## src/rtl/uart_pkg.sv

```systemverilog
// Shared UART definitions used by the transmit path (and later the receive path).
//   tx_state_e          : transmitter state encoding
//   PAR_NONE/EVEN/ODD   : PARITY_MODE values
//   DEFAULT_CLKS_PER_BIT: 100 MHz / 115200 baud
//   par_seed()          : initial parity accumulator value for a parity mode
package uart_pkg;

  typedef enum logic [2:0] {
    IDLE   = 3'd0,
    START  = 3'd1,
    DATA   = 3'd2,
    PARITY = 3'd3,
    STOP   = 3'd4
  } tx_state_e;

  localparam int PAR_NONE = 0;
  localparam int PAR_EVEN = 1;
  localparam int PAR_ODD  = 2;

  localparam int DEFAULT_CLKS_PER_BIT = 868;

  // Odd parity starts the accumulator at 1 so the XOR of the data bits
  // lands directly on the bit that makes the total count of ones odd.
  function automatic logic par_seed(input int mode);
    return (mode == PAR_ODD);
  endfunction

endpackage

```

## src/rtl/uart_baud_gen.sv

```systemverilog
// Bit-period counter. Counts clk cycles while en_i is high and pulses tick_o
// on the last cycle of each bit period, wrapping back to 0 on that edge.
//   clk, reset : clock, synchronous active-high reset
//   clr_i      : force the counter to 0 (start of a new frame)
//   en_i       : count this cycle
//   tick_o     : combinational, high on the final cycle of a bit period
module uart_baud_gen #(
  parameter int CLKS_PER_BIT = uart_pkg::DEFAULT_CLKS_PER_BIT
) (
  input  logic clk,
  input  logic reset,
  input  logic clr_i,
  input  logic en_i,
  output logic tick_o
);
  localparam int CNT_W = (CLKS_PER_BIT > 2) ? $clog2(CLKS_PER_BIT) : 1;
  localparam logic [CNT_W-1:0] LAST = CNT_W'(CLKS_PER_BIT - 1);

  logic [CNT_W-1:0] cnt_q, cnt_d;

  assign tick_o = en_i && (cnt_q == LAST);

  always_comb begin
    cnt_d = cnt_q;
    if (clr_i)       cnt_d = '0;
    else if (tick_o) cnt_d = '0;
    else if (en_i)   cnt_d = cnt_q + CNT_W'(1);
  end

  always_ff @(posedge clk) begin
    if (reset) cnt_q <= '0;
    else       cnt_q <= cnt_d;
  end

endmodule

```

## src/rtl/uart_tx_fifo_drain.sv

```systemverilog
// UART transmitter draining an 8-bit byte FIFO. Pops the head byte whenever
// the line is idle, the FIFO is non-empty and txEnable is high, then sends
// start bit, 8 data bits LSB first, optional parity and 1 or 2 stop bits.
//   clk, reset : clock, synchronous active-high reset
//   fifoData   : FIFO head byte, valid while fifoEmpty=0
//   fifoEmpty  : FIFO empty flag
//   fifoRe     : FIFO pop strobe, single-cycle, combinational
//   txEnable   : allow new frames; a frame in flight always completes
//   tx         : registered serial line, idle high
//   txBusy     : frame in progress
module uart_tx_fifo_drain
  import uart_pkg::*;
#(
  parameter int CLKS_PER_BIT = DEFAULT_CLKS_PER_BIT,
  parameter int PARITY_MODE  = PAR_NONE,
  parameter int STOP_BITS    = 1
) (
  input  logic       clk,
  input  logic       reset,
  input  logic [7:0] fifoData,
  input  logic       fifoEmpty,
  output logic       fifoRe,
  input  logic       txEnable,
  output logic       tx,
  output logic       txBusy
);
  // Mode 3 is unused and falls back to no parity.
  localparam bit HAS_PAR  = (PARITY_MODE == PAR_EVEN) || (PARITY_MODE == PAR_ODD);
  localparam bit TWO_STOP = (STOP_BITS == 2);

  tx_state_e  state_q, state_d;
  logic [7:0] shift_q, shift_d;
  logic [2:0] bit_idx_q, bit_idx_d;
  logic       par_q, par_d;
  logic       stop_q, stop_d;   // first stop bit already sent
  logic       tx_q, tx_d;
  logic       tick;

  uart_baud_gen #(.CLKS_PER_BIT(CLKS_PER_BIT)) u_baud (
    .clk    (clk),
    .reset  (reset),
    .clr_i  (fifoRe),
    .en_i   (state_q != IDLE),
    .tick_o (tick)
  );

  always_comb begin
    state_d   = state_q;
    shift_d   = shift_q;
    bit_idx_d = bit_idx_q;
    par_d     = par_q;
    stop_d    = stop_q;
    fifoRe    = 1'b0;
    tx_d      = 1'b1;

    case (state_q)
      IDLE: begin
        if (!fifoEmpty && txEnable && !reset) begin
          fifoRe    = 1'b1;
          state_d   = START;
          shift_d   = fifoData;
          par_d     = par_seed(PARITY_MODE);
          bit_idx_d = 3'd0;
          stop_d    = 1'b0;
        end
      end
      START: begin
        if (tick) begin
          state_d   = DATA;
          bit_idx_d = 3'd0;
        end
      end
      DATA: begin
        if (tick) begin
          shift_d   = shift_q >> 1;
          par_d     = par_q ^ shift_q[0];
          bit_idx_d = bit_idx_q + 3'd1;
          if (bit_idx_q == 3'd7) begin
            state_d = HAS_PAR ? PARITY : STOP;
            stop_d  = 1'b0;
          end
        end
      end
      PARITY: begin
        if (tick) begin
          state_d = STOP;
          stop_d  = 1'b0;
        end
      end
      STOP: begin
        if (tick) begin
          if (TWO_STOP && !stop_q) stop_d  = 1'b1;
          else                     state_d = IDLE;
        end
      end
      default: state_d = IDLE;
    endcase

    // tx is registered: drive the level belonging to the state being entered.
    case (state_d)
      START:   tx_d = 1'b0;
      DATA:    tx_d = shift_d[0];
      PARITY:  tx_d = par_d;
      default: tx_d = 1'b1;
    endcase
  end

  always_ff @(posedge clk) begin
    if (reset) begin
      state_q   <= IDLE;
      shift_q   <= '0;
      bit_idx_q <= '0;
      par_q     <= 1'b0;
      stop_q    <= 1'b0;
      tx_q      <= 1'b1;
    end else begin
      state_q   <= state_d;
      shift_q   <= shift_d;
      bit_idx_q <= bit_idx_d;
      par_q     <= par_d;
      stop_q    <= stop_d;
      tx_q      <= tx_d;
    end
  end

  assign tx     = tx_q;
  assign txBusy = (state_q != IDLE);

endmodule
```

## config.mk

```make
export PLATFORM = sky130hd
export DESIGN_NAME = uart_tx_fifo_drain
export DESIGN_NICKNAME = d
export VERILOG_FILES = /design/src/rtl/uart_pkg.sv /design/src/rtl/uart_baud_gen.sv /design/src/rtl/uart_tx_fifo_drain.sv
export SDC_FILE = /design/constraint.sdc
export NUM_CORES = 1
export LEC_CHECK = 0
export CAP_MARGIN = 10
export CORE_MARGIN = 8
export CORE_UTILIZATION = 50
export CTS_BUF_LIST = sky130_fd_sc_hd__clkbuf_8
export DETAILED_ROUTE_END_ITERATION = 7
export HOLD_SLACK_MARGIN = 0.12
export PLACE_DENSITY = 0.69
export SYNTH_ARGS = -nofsm -noshare
export SYNTH_HDL_FRONTEND = slang
export SYNTH_SLANG_ARGS = --single-unit
```

## constraint.sdc

```tcl
create_clock -name clk -period 5.8 [get_ports clk]
set_input_delay 0.87 -clock clk [delete_from_list [all_inputs] [get_ports clk]]
set_output_delay 0.87 -clock clk [all_outputs]
set_load 0.01 [all_outputs]
```

Yosys cells after proc, flatten, opt, wreduce, memory -nomap -nowiden
Cells that the tools add are included.
{ "classes": {"add_sub_neg": 2, "eq_ne": 12, "muxes": 20, "bitwise_logic": 1, "reduce_logical": 12} }
{ "op_table": {"columns": ["cell", "n"], "rows": [
  ["two-way mux 3 bit", 9],
  ["two-way mux 8 bit", 2],
  ["one-hot mux 8 bit (2 select lines)", 1],
  ["one-hot mux 3 bit (5 select lines)", 1],
  ["equality test 3 x 2 -> 1 bit (second input constant)", 4],
  ["adder 10 x 1 -> 10 bit (second input constant)", 1],
  ["equality test 10 bit (second input constant)", 1],
  ["one-hot mux 3 bit (3 select lines)", 1],
  ["equality test 3 x 1 -> 1 bit (second input constant)", 2],
  ["equality test 3 bit (second input constant)", 2],
  ["inequality test 2 bit (second input constant)", 3],
  ["nonzero test 3 bit", 2],
  ["two-way mux 1 bit", 4],
  ["AND reduction 4 bit", 1],
  ["adder 3 x 1 -> 3 bit (second input constant)", 1],
  ["logical AND 1 bit", 3],
  ["logical NOT 3 bit", 1],
  ["one-hot mux 1 bit (3 select lines)", 1],
  ["AND reduction 3 bit", 1],
  ["OR reduction 3 bit", 1],
  ["logical NOT 1 bit", 2],
  ["one-hot mux 1 bit (2 select lines)", 1],
  ["nonzero test 2 bit", 1],
  ["bitwise XOR 1 bit", 1]
]} }
{ "word_totals": {"regBits": 26, "inputBits": 12, "output_inout_bits": 3, "word_cells": 54} }

Longest topological paths before layout
{ "logic_depth": {"ltp_word": 7, "mapped_depth": 8, "depth_no_buf": 7} }

Modules after synthesis
Synthesis repeated with hierarchy kept, for this count alone.
{ "hier_totals": {"hier_cells": 142, "hier_area_um2": 1332.5} }
{ "by_module_without_submodules": {"columns": ["mod", "n_inst", "cells_each", "area_each_um2", "seq_area_each_um2"], "rows": [
  ["uart_tx_fifo_drain", 1, 93, 840.8, 320.3],
  ["uart_baud_gen", 1, 49, 491.7, 200.2]
]} }

Worst setup path after synthesis
OpenSTA, ideal clock, no wires.
{ "synth_path": {"kind": "input to output", "from": "input reset", "to": "output fifoRe", "t_arrival_ps": 1779, "t_required_ps": 4930, "slack_ps": 3151, "path_stages": 5, "path_buffers": 2, "path_cell_list": "clkbuf_1 > nor3b_1 > nand2_1 > inv_1 > buf_2"} }
{ "synth_between": {"elab_chain_len": 4} }
{ "synth_lines": {"columns": ["item", "line", "rtl"], "rows": [
  ["start: declaration", "uart_tx_fifo_drain.sv:19", "input logic reset,"],
  ["logical NOT 1 bit", "uart_tx_fifo_drain.sv:58", "if (!fifoEmpty && txEnable && !reset) begin"],
  ["logical AND 1 bit", "uart_tx_fifo_drain.sv:58", null],
  ["two-way mux 1 bit", "uart_tx_fifo_drain.sv:58", null],
  ["two-way mux 1 bit", "uart_tx_fifo_drain.sv:56", "case (state_q)"],
  ["end: declaration", "uart_tx_fifo_drain.sv:22", "output logic fifoRe,"]
]} }
Every way passes these cells.

Worst setup path after layout
Ends and elaborated chain as after synthesis.

==> impl_results.md <==
* Status: finished, final reports clean
* Unique masters post-synth at 42
* FFs w/ async S/R, synth at 0%
* Hold buffers post-CTS at 0
* Metal-1 WL at 1270 µm
* Fin area at 1480 µm²
* Overflow after GRT at 0
* Min-delay worst type: flip-flop to flip-flop
* WHS at 0.461 ns
* Fin crit share at 71.3%
* Max Cap Viol at 0
* Max incr delay on CP at 0.75 ns
* CTS tree: yes
* Drt via density at 5.63
* Fmax at 0.242 GHz
* Met2 WL post-DR at 1130 µm
* CTS sink count at 26
* Core area at 2450 µm²
* Synth Area per Inst at 9.07 µm²
* Die Span Y at 66.6 µm
* Iteration-0 DRC Markers at 36
* Starting Density at 52.1%
* Slowest cell on crit path: clkdlybuf4s50_1
* Gate Count Post-Synth at 141
* Number of synthesized register bits at 26
* Routed Antenna Nets at 0
* Worst Path Max Fanout at 18
* PortBufs at 14
* Most frequent CP cell: clkdlybuf4s50_1
* Pre-Repair DR Iteration Count at 4
* Synthesized Nets at 156
* Post-Synthesis Cell Area at 1280 µm²
* Pleak at 0.000530 µW
* Ys Warns at 0
* Most frequent cells in the layout: 26 x dfxtp_1, 22 x nor2_1, 18 x nand2_1
* Core Util, Final at 60.4%
* Final Skew at 0.00186 ns
* Area growth from synthesis to layout at 16.0%
* GRT Total Usage at 12.4%
* Postcts setup bufs at 0
* Worst EP required at 4.93 ns
* Min cycle time layout at 4.13 ns
* Post-synth EDFFs at 0
* Worst skew pair latency at 0.26 ns
* DR vias at 1035
* Largest net degree at the start of global routing at 19
* Slew headroom at 53.9%
* GP Congestion at 0.808
* Hpwl dp at 1870 µm
* DIE AREA at 4430 µm²
* Initial antenna violation count at 0
* Most common cell after layout, fill and taps aside: dfxtp_1
* Io pins at 15
* CP startpoint kind: input pin
* Highest Signal Layer: met4
* Share of the synthesized area in the top cell type at 40.7%
* CP Cell Sequence: clkdlybuf4s50_1 -> nor3b_1 -> nand2_1 -> inv_1 -> clkdlybuf4s50_1
* DR DRC count at 0
* Fill count at 226
* Resize count post-CTS at 0
* Met3 wire len at 104 µm
* CTS Root Cell: clkbuf_8
* Crit path kind: input pin to output port
* Vias in the first global route at 976
* # rows at 18
* Max VDD drop at 0.135 mV
* Worst-margin pin slew at 0.686 ns
* Crit end category: output port
* Die width at 66.6 µm
* Post-synthesis sequential area ratio at 40.7%
* Reg clk slew, reported paths at 0.09 ns
* Final Max Slew Viols at 0
* DRT Wirelength at 2530 µm
* Fraction of layout cells with a size suffix above 1 at 10.4%
* Number of buffers created by CTS at 3
* Post-synth top area cell: dfxtp_1
* H-tree depth at 1
* # setup viols final at 0
* Fin. Hold Viols at 0
* Placed Area at 1430 µm²
* RSZ-0062 raised after global routing: no
* Fin nets at 170
* Setup TNS at 0 ns
* First-pass GRT wire length at 4420 µm
* Longest Clk Path Bufs at 2
* Critical Path AT at 3.26 ns
* Post-synth top flop: dfxtp_1
* Pwr/cell area at 219 nW/µm²
* Drt wl/cell at 13.8 µm
* Ant. Diodes at 0
* Largest cells by area after synthesis: dfxtp_1 41%, nor2_1 6.5%, nand2_1 5.3%
kinds of logic (layout without fill, tap and decap cells):
kind of cell | count (synthesis) | after routing | synth area share [%]
simple gates | 66 | 66 | 27.7
compound gates | 27 | 27 | 17.1
flops | 26 | 26 | 40.7
xor+xnor | 10 | 10 | 6.85
buf+inv | 7 | 20 | 2.74
fa+ha+maj | 3 | 3 | 2.94
mux | 2 | 2 | 1.96
per-stage QoR:
step                      std cells  setup slack (ns)  total power [µW]
final                           184              1.67               324
after global routing            184              1.44               340
after CTS                       184              1.67               329
after global placement          180              1.78               214
after detailed placement        180              1.70               214
after floorplan                 141              3.15               202
cell type report:
type / instances / area [µm²] / share of cell area [%]
tap: 30 / 37.5 / 2.53
timing repair buffer: 14 / 140 / 9.44
sequential: 26 / 520 / 35.1
inverter: 2 / 7.51 / 0.506
multi-input combinational: 108 / 723 / 48.7
clock buffer: 4 / 55.1 / 3.71
path summary, 6_finish.rpt:
check                             endpoint       startpoint  slack, ns  cells past startpoint
worst min register to register  shift_q[4]       shift_q[4]       0.46                      2
worst min-delay path            shift_q[4]       shift_q[4]       0.46                      2
worst max-delay path                fifoRe            reset       1.67                      5
worst max register to register          tx  u_baud.cnt_q[0]       3.34                      6
Yosys cell counts (2+ instances only):
library cell	number
a21oi_1	10
nor2_1	22
nand2_1	18
nand4_1	4
nand2b_1	2
dfxtp_1	26
xor2_1	6
nor2b_1	3
clkbuf_1	3
inv_1	2
nand3_1	2
a22oi_1	6
xnor2_1	4
nand3b_1	3
ha_1	3
report_power, final:
part | switching (µW) | total [µW] | internal [µW] | leakage, µW
sequential | 2.73 | 184 | 181 | 0.000210
clock | 53.6 | 114 | 60.6 | 0.0000288
combinational | 12.6 | 26.1 | 13.5 | 0.000291
sequential cells by signal (all words and copies together) (netlist names):
signal        cells
u_baud.cnt_q     10
shift_q           8
bit_idx_q         3
state_q           3
par_q             1
tx                1
worst max-delay path, delay by kind of cell:
family        cells  cell delay (ns)
buf+inv           3             1.77
simple gates      2             0.62
routing by layer:
metal	GRT usage (%)	up-vias
met5	0	-
met4	4.80	0
met3	3.36	2
met2	18.8	21
met1	16.3	488
li1	-	524
Power figures use the tool's default switching activity.
